===== config.mk =====
export PLATFORM = sky130hd
export DESIGN_NAME = imem_loader
export DESIGN_NICKNAME = d
export VERILOG_FILES = /design/src/rtl/imem_loader.sv
export SDC_FILE = /design/constraint.sdc
export NUM_CORES = 1
export LEC_CHECK = 0
export CORE_MARGIN = 4
export CORE_UTILIZATION = 57
export CTS_BUF_LIST = sky130_fd_sc_hd__clkbuf_4 sky130_fd_sc_hd__clkbuf_8
export DETAILED_ROUTE_END_ITERATION = 7
export PLACE_DENSITY = 0.83
export SLEW_MARGIN = 0
export SYNTH_ARGS = -nofsm -noshare
export SYNTH_HDL_FRONTEND = slang
export SYNTH_SLANG_ARGS = --single-unit

===== constraint.sdc =====
create_clock -name clk -period 2.7 [get_ports clk]
set_clock_uncertainty 0.2 [all_clocks]
set_input_delay 0.54 -clock clk [delete_from_list [all_inputs] [get_ports clk]]
set_output_delay 0.54 -clock clk [all_outputs]
set_load 0.05 [all_outputs]

===== src/rtl/imem_loader.sv =====
// UART boot loader: receives 8N1 bytes, packs them little-endian into 32-bit
// words and writes N_WORDS words into instruction memory while holding the
// CPU in reset. Releases the CPU once the last word has been written.
module imem_loader #(
    parameter int CLKS_PER_BIT = 868,
    parameter int N_WORDS      = 64,
    parameter int AW           = 6
) (
    input  logic          clk,
    input  logic          rst,
    input  logic          rx,
    output logic          imem_we,
    output logic [AW-1:0] imem_addr,
    output logic [31:0]   imem_wdata,
    output logic          cpu_rst,
    output logic          done,
    output logic          frame_err
);

    localparam int HALF = (CLKS_PER_BIT / 2 > 0) ? CLKS_PER_BIT / 2 : 1;
    localparam int TW   = $clog2(CLKS_PER_BIT + 1);

    localparam logic [TW-1:0] BIT_LAST  = TW'(CLKS_PER_BIT - 1);
    localparam logic [TW-1:0] HALF_LAST = TW'(HALF - 1);
    localparam logic [AW-1:0] LAST_WORD = AW'(N_WORDS - 1);

    typedef enum logic [1:0] {IDLE, START, DATA, STOP} state_t;

    logic          rx_meta_q, rx_sync_q;
    state_t        state_q;
    logic [TW-1:0] timer_q;
    logic [2:0]    bit_idx_q;
    logic [7:0]    shift_q;
    logic [23:0]   word_q;
    logic [1:0]    byte_cnt_q;
    logic [AW-1:0] widx_q;
    logic          we_q;
    logic [AW-1:0] addr_q;
    logic [31:0]   wdata_q;
    logic          done_q;
    logic          ferr_q;

    logic          stop_sample;
    logic          byte_ok;

    // Stop bit is sampled on the last timer tick of STOP; a high stop bit
    // completes a valid byte on this very edge.
    assign stop_sample = (state_q == STOP) && (timer_q == BIT_LAST);
    assign byte_ok     = stop_sample && rx_sync_q;

    // Two-flop synchronizer for the asynchronous line, idling high.
    always_ff @(posedge clk) begin
        if (rst) begin
            rx_meta_q <= 1'b1;
            rx_sync_q <= 1'b1;
        end else begin
            rx_meta_q <= rx;
            rx_sync_q <= rx_meta_q;
        end
    end

    // Receiver FSM: start-bit qualification at half a bit, then mid-bit sampling.
    always_ff @(posedge clk) begin
        if (rst) begin
            state_q   <= IDLE;
            timer_q   <= '0;
            bit_idx_q <= '0;
        end else begin
            case (state_q)
                IDLE: begin
                    timer_q <= '0;
                    if (!rx_sync_q) state_q <= START;
                end
                START: begin
                    if (timer_q == HALF_LAST) begin
                        timer_q   <= '0;
                        bit_idx_q <= '0;
                        state_q   <= rx_sync_q ? IDLE : DATA;
                    end else begin
                        timer_q <= timer_q + 1'b1;
                    end
                end
                DATA: begin
                    if (timer_q == BIT_LAST) begin
                        timer_q            <= '0;
                        shift_q[bit_idx_q] <= rx_sync_q;
                        bit_idx_q          <= bit_idx_q + 1'b1;
                        if (bit_idx_q == 3'd7) state_q <= STOP;
                    end else begin
                        timer_q <= timer_q + 1'b1;
                    end
                end
                STOP: begin
                    if (timer_q == BIT_LAST) begin
                        timer_q <= '0;
                        state_q <= IDLE;
                    end else begin
                        timer_q <= timer_q + 1'b1;
                    end
                end
                default: state_q <= IDLE;
            endcase
        end
    end

    // Sticky framing error: any low stop bit, including bytes after done.
    always_ff @(posedge clk) begin
        if (rst) ferr_q <= 1'b0;
        else if (stop_sample && !rx_sync_q) ferr_q <= 1'b1;
    end

    // Word assembly and memory write; the address advances while the strobe is high.
    always_ff @(posedge clk) begin
        if (rst) begin
            byte_cnt_q <= '0;
            widx_q     <= '0;
            we_q       <= 1'b0;
            addr_q     <= '0;
            wdata_q    <= '0;
            done_q     <= 1'b0;
        end else begin
            we_q <= 1'b0;
            if (we_q) begin
                widx_q <= widx_q + 1'b1;
                if (widx_q == LAST_WORD) done_q <= 1'b1;
            end
            if (byte_ok && !done_q) begin
                byte_cnt_q <= byte_cnt_q + 1'b1;
                case (byte_cnt_q)
                    2'd0: word_q[7:0]   <= shift_q;
                    2'd1: word_q[15:8]  <= shift_q;
                    2'd2: word_q[23:16] <= shift_q;
                    default: begin
                        we_q    <= 1'b1;
                        addr_q  <= widx_q;
                        wdata_q <= {shift_q, word_q};
                    end
                endcase
            end
        end
    end

    assign imem_we    = we_q;
    assign imem_addr  = addr_q;
    assign imem_wdata = wdata_q;
    assign done       = done_q;
    assign cpu_rst    = ~done_q;
    assign frame_err  = ferr_q;

endmodule


==> impl_metrics.ini, run 1 <==
[status]
outcome = finished clean

[power]
ir_drop_uv = 318
leakage_nw = 1.47
power_density_nw_per_um2 = 564

[grt]
grt_pass1_vias = 2228
antenna_found_initial = 0
grt_pass1_wl_um = 10500
gr-total-overflow = 0
gr-usage-all-layers_pct = 17.4
grt_max_degree = 40

[setup_path]
cp.arrival_ns = 1.66
max_stage_delay_ns = 0.85
critPathKind = reg -> out
crit_family = buffers and inverters
crit_buf_inv = 1
worstPathCellList = clkdlybuf4s50_1
worstPathRequired_ns = 1.96
cp_max_fo = 6
slowest_stage = clkdlybuf4s50_1
endpoint_kind = output pin
start_kind = flip-flop

[timing]
fin_ws_ns = 0.304
slew_headroom_pct = 62.3
hold_violations = 0
max_clock_freq_mhz = 417
period_minus_slack_ns = 2.40
worst_slew_pin_slew_ns = 0.566
drv_slew = 0
finalSetupViolations = 0
rsz0062_at_grt = false
finalCritPeriodShare_pct = 88.7
fin_setup_tns_ns = 0

[routing]
met2RoutedLength_um = 3200
drtIter0Drc = 133
vias = 2354
drt-pass1-iter-count = 4
routed_wl_um = 6390
via_per_inst = 5.29
highest_layer = met4
dr_wl_met3_um = 229
wirelength_met1_um = 2830
postRouteAntennaNets = 0
routed_wire_length_per_instance_um = 14.4
drc = 0

[floorplan]
coreArea_um2 = 6350
num_io_pins = 45
fp.dieArea_um2 = 7940
rows = 29
die_h_um = 89.1
die_w_um = 89.1
start_util_pct = 59.0

[worst_hold_path]
worstHoldPathType = reg -> reg

[clock_network]
path_clk_slew_ns = 0.10
clock_sinks = 98
post_cts_resized = 0
cts-root-buf = clkbuf_8
post_cts_buffers = 0
clock_path_buffers = 2
ctsHtreeMaxLevel = 3
cts_tree = yes
hold_buffers = 0
clk_latency_ns = 0.35
numCtsBuffers = 9

[synthesis]
ys_seq_elements = 98
syn_nets = 332
yosysWarnings = 0
synth-seq-area-share_pct = 60.9
synthCells = 320
avgSynthCellArea_um2 = 11.7
synth.distinct_cells = 36
synth_area_um2 = 3750

[placement]
dpl.hpwl_um = 4390
post-place-ws_ns = 0.486
port_buffers = 44
place.gp.congestion = 0.811

[final_layout]
syn_to_final_growth_pct = 17.7
fin_nets = 375
n_antenna_cell = 0
layout-drive-gt1-share_pct = 7.07

[flow_run]
drv_cap = 0
==> report_power, final <==
part	switching, mW	total, mW	internal [mW]
sequential	0.00434	1.52	1.51
clock	0.497	0.945	0.449
combinational	0.0174	0.0255	0.00806
==> cells in the final DEF (no fill, tap or decap), types with 2 or more instances in the layout <==
master and n:
dfxtp_1 66, nor2_1 64, clkdlybuf4s50_1 43, mux2i_1 42, edfxtp_1 32, nand2_1 13, ha_1 9, clkbuf_8 9
nand2b_1 7, nand3_1 7, xor2_1 7, nand4_1 7, xnor2_1 6, inv_1 5, and2_1 5, nor2b_1 5
and3_1 4, nor3_1 4, o21ai_0 3, nor3b_2 2, or3_1 2, or2_2 2, a21oi_1 2, inv_6 2
clkinv_4 2
==> synth_stat cells (all sizes together) <==
cell type	n	area, um2
nand4	7	43.8
a311oi	1	8.76
nand2b	7	43.8
nor3	4	20.0
a22o	1	8.76
dfxtp	66	1320
or2	2	12.5
o21ai	3	15.0
mux2i	42	420
nor4	1	6.26
and2	5	31.3
a21oi	2	10.0
inv	5	18.8
o21ba	1	10.0
and4bb	1	12.5
and4	2	17.5
or3	2	12.5
and4b	1	10.0
nand3	7	35.0
nor3b	3	32.5
a31oi	1	6.26
clkbuf	6	22.5
and3	4	25.0
nor2b	5	31.3
nor2	64	240
nand2	13	48.8
nand3b	1	7.51
edfxtp	32	961
xor2	7	61.3
o32a	1	10.0
buf	8	77.6
ha	9	113
xnor2	6	52.6
==> per-layer routing <==
metal | global-route usage, % | up-vias
li1 | - | 1182
met1 | 22.7 | 1117
met2 | 28.0 | 46
met3 | 3.13 | 9
met4 | 8.39 | 0
met5 | 0 | -
==> cell families after synthesis <==
kind of cell | share of synthesized area, %
xor+xnor | 3.04
buf+inv | 3.17
simple gates | 16.8
mux | 11.2
compound gates | 1.84
fa+ha+maj | 3.01
flops | 60.9
==> stage by stage <==
stage / utilization, % / instances / hold slack, ns / cell area, um2 / total power [mW]
after detailed placement: 66.3 / 429 / 0.208 / 4210 / 1.58
after CTS: 69.5 / 445 / 0.229 / 4410 / 2.52
final: 69.5 / 445 / 0.227 / 4410 / 2.49
after global routing: 69.5 / 445 / 0.242 / 4410 / 2.59
after floorplan: - / 320 / 0.189 / 3750 / 1.57
after global placement: 66.3 / 429 / 0.194 / 4210 / 1.58
==> sequential cells by signal (all words and copies together), names as in the netlist, named ones only <==
| register | count |
|---|---|
| frame_err | 1 |
| bit_idx_q | 3 |
| shift_q | 8 |
| word_q | 24 |
| widx_q | 6 |
| imem_we | 1 |
| state_q | 1 |
| rx_sync_q | 1 |
| rx_meta_q | 1 |
| byte_cnt_q | 2 |
| imem_wdata | 32 |
| done | 1 |
| timer_q | 10 |
| imem_addr | 6 |
==> worst paths after layout <==
path	from	endpoint	slack, ns	cells after the start
setup / recovery	imem_we	imem_we	0.30	1
setup reg to reg	timer_q[0]	shift_q[4]	0.47	5
hold / removal	rx_meta_q	rx_sync_q	0.23	1
hold reg to reg	rx_meta_q	rx_sync_q	0.23	1
==> final cells by class <==
class / instances / area, um2
clock buffers: 10 / 131
clock inverters: 6 / 72.6
fillers: 464 / 1940
inverters: 5 / 18.8
multi-input cells: 203 / 1350
flip-flops and latches: 98 / 2280
well taps: 77 / 96.3
repair buffers: 46 / 463
Power figures use the tool's default switching activity.
==> run 2, diff against run 1 <==
Settings changed: ABC_AREA from default to 1.
==> run 2 against run 1 <==
Compared with the run above: synthesized area fell by 2.0%; die area fell by 1.8%; global-route usage rose by 2.3 points; largest cell class unchanged.
==> impl_metrics.ini, run 2 <==
[setup_path]
crit_buf_inv = 1
crit_family = buffers and inverters
cp.arrival_ns = 1.63
critPathKind = reg -> out
endpoint_kind = output pin
slowest_stage = clkdlybuf4s50_1
worstPathRequired_ns = 1.96
start_kind = flip-flop
max_stage_delay_ns = 0.84
cp_max_fo = 7
reg2reg_from = timer_q[0]
crit_start = imem_we
worstPathCellList = clkdlybuf4s50_1

[grt]
grt_max_degree = 49
antenna_found_initial = 0
use_met2_pct = 33.0
grt_pass1_wl_um = 11900
gr-usage-met1_pct = 25.4
gr-total-overflow = 0
grt.busiest_layer = met2
gr-usage-all-layers_pct = 19.7
grt_pass1_vias = 2622
grtUsageMet3_pct = 3.45

[timing]
rsz0062_at_grt = false
max_clock_freq_mhz = 422
hold_violations = 0
worst_slew_pin_slew_ns = 0.538
drv_slew = 0
period_minus_slack_ns = 2.37
finalCritPeriodShare_pct = 87.8
fin_setup_tns_ns = 0
finalSetupViolations = 0
slew_headroom_pct = 63.8

[synthesis]
synth_compound_area_share_pct = 9.13
yosys-top-cells-area = dfxtp_1 36%, edfxtp_1 26%, nor2_1 11%
synth_top_family_by_area = simple AND/OR/NAND/NOR gates
synth_edf_count = 32
syn_nets = 406
synth_xor_area_share_pct = 0.238
async_flop_share_pct = 0
synth.distinct_cells = 27
synth_fa_ha_area_share_pct = 3.07
synth_top_area_share_pct = 36.0
yosysMostFrequentCell = nor2_1
synthCells = 394
avgSynthCellArea_um2 = 9.32
synth_commonest_cells = 104 x nor2_1, 66 x dfxtp_1, 41 x o21ai_0
ys_seq_elements = 98
synth-seq-area-share_pct = 62.1
yosysWarnings = 0
synth_area_um2 = 3670
synth_area_leader_cell = dfxtp_1
synth-simple-area-share_pct = 20.0
muxShareOfSynthArea_pct = 0
synth-main-ff-cell = dfxtp_1

[final_layout]
final_cell_mix = 104 x nor2_1, 66 x dfxtp_1, 44 x clkdlybuf4s50_1
multiInputGateArea_um2 = 1190
syn_to_final_growth_pct = 19.7
n_fill_cell = 468
fin_util_pct = 72.1
layout-drive-gt1-share_pct = 7.13
final_common_cell = nor2_1
fin_nets = 456
seq_area_um2 = 2280
largest_register_ffs = 32
final_cells = 524
n_antenna_cell = 0

[floorplan]
die_h_um = 88.3
start_util_pct = 60.3
fp.dieArea_um2 = 7790
die_w_um = 88.3
num_io_pins = 45
rows = 28
coreArea_um2 = 6100

[clock_network]
cts_tree = yes
cts-root-buf = clkbuf_8
clock_sinks = 98
post_cts_resized = 0
clock_path_buffers = 2
numCtsBuffers = 9
post_cts_buffers = 0
ctsHtreeMaxLevel = 3
hold_buffers = 0
path_clk_slew_ns = 0.09
clk_latency_ns = 0.35

[routing]
postRouteAntennaNets = 0
drtIter0Drc = 175
vias = 2727
drt-pass1-iter-count = 5
via_per_inst = 5.20
drc = 0
routed_wl_um = 6980
routed_wire_length_per_instance_um = 13.3

[placement]
place.gp.congestion = 0.792
port_buffers = 44
dp_cells = 508
dpl.hpwl_um = 4730

[flow_run]
drv_cap = 0

[status]
outcome = finished clean

[power]
power_density_nw_per_um2 = 573
ir_drop_uv = 390
leakage_nw = 1.73

[worst_hold_path]
worstHoldPathType = reg -> reg
hp-start = rx_meta_q
==> run 2: layer usage <==
metal,wire [um],vias up
met4,109,0
met1,3160,1245
met5,0,-
met3,308,10
met2,3400,60
li1,-,1412
==> run 2: final cells by class <==
| cell class | instances | area share, % |
|---|---|---|
| timing repair buffer | 53 | 11.6 |
| clock buffer | 12 | 3.47 |
| sequential | 98 | 51.9 |
| multi-input combinational | 250 | 27.1 |
| tap | 75 | 2.13 |
| clock inverter | 4 | 1.14 |
| inverter | 32 | 2.73 |
==> run 2: logic make-up after synthesis <==
| family | Yosys count |
|---|---|
| and+or+nand+nor | 175 |
| DFF | 98 |
| AOI/OAI and AO/OA | 65 |
| buffers and inverters | 46 |
| adders and majority gates | 9 |
| xor gates and xnor gates | 1 |
==> run 2: power breakdown <==
| part | internal [mW] | total [mW] | switching (mW) |
|---|---|---|---|
| Combinational | 0.0158 | 0.0449 | 0.0290 |
| Clock | 0.476 | 0.949 | 0.473 |
| Sequential | 1.52 | 1.52 | 0.00736 |
==> run 2: metrics by stage <==
stage	area, um2	setup WS, ns	power, mW	hold slack, ns
after floorplan	3670	0.666	1.59	0.189
after global routing	4400	0.220	2.60	0.240
after detailed placement	4200	0.396	1.60	0.200
after CTS	4400	0.315	2.54	0.223
final	4400	0.331	2.52	0.221
after global placement	4200	0.474	1.60	0.192
==> run 2: worst paths after layout <==
kind              slack (ns)         end  cells past startpoint
hold / removal          0.22   rx_sync_q                      1
setup reg to reg        0.46  shift_q[2]                      7
setup / recovery        0.33     imem_we                      1
hold reg to reg         0.22   rx_sync_q                      1
==> run 2: worst register-to-register path, stage by stage, from the launching register on <==
cell and delay, ns:
dfxtp_1 0.39, ha_1 0.21, nand3_1 0.10, nor4_2 0.29, nand2_1 0.19, nor2_1 0.18, nand2_1 0.13, nor3_1 0.25
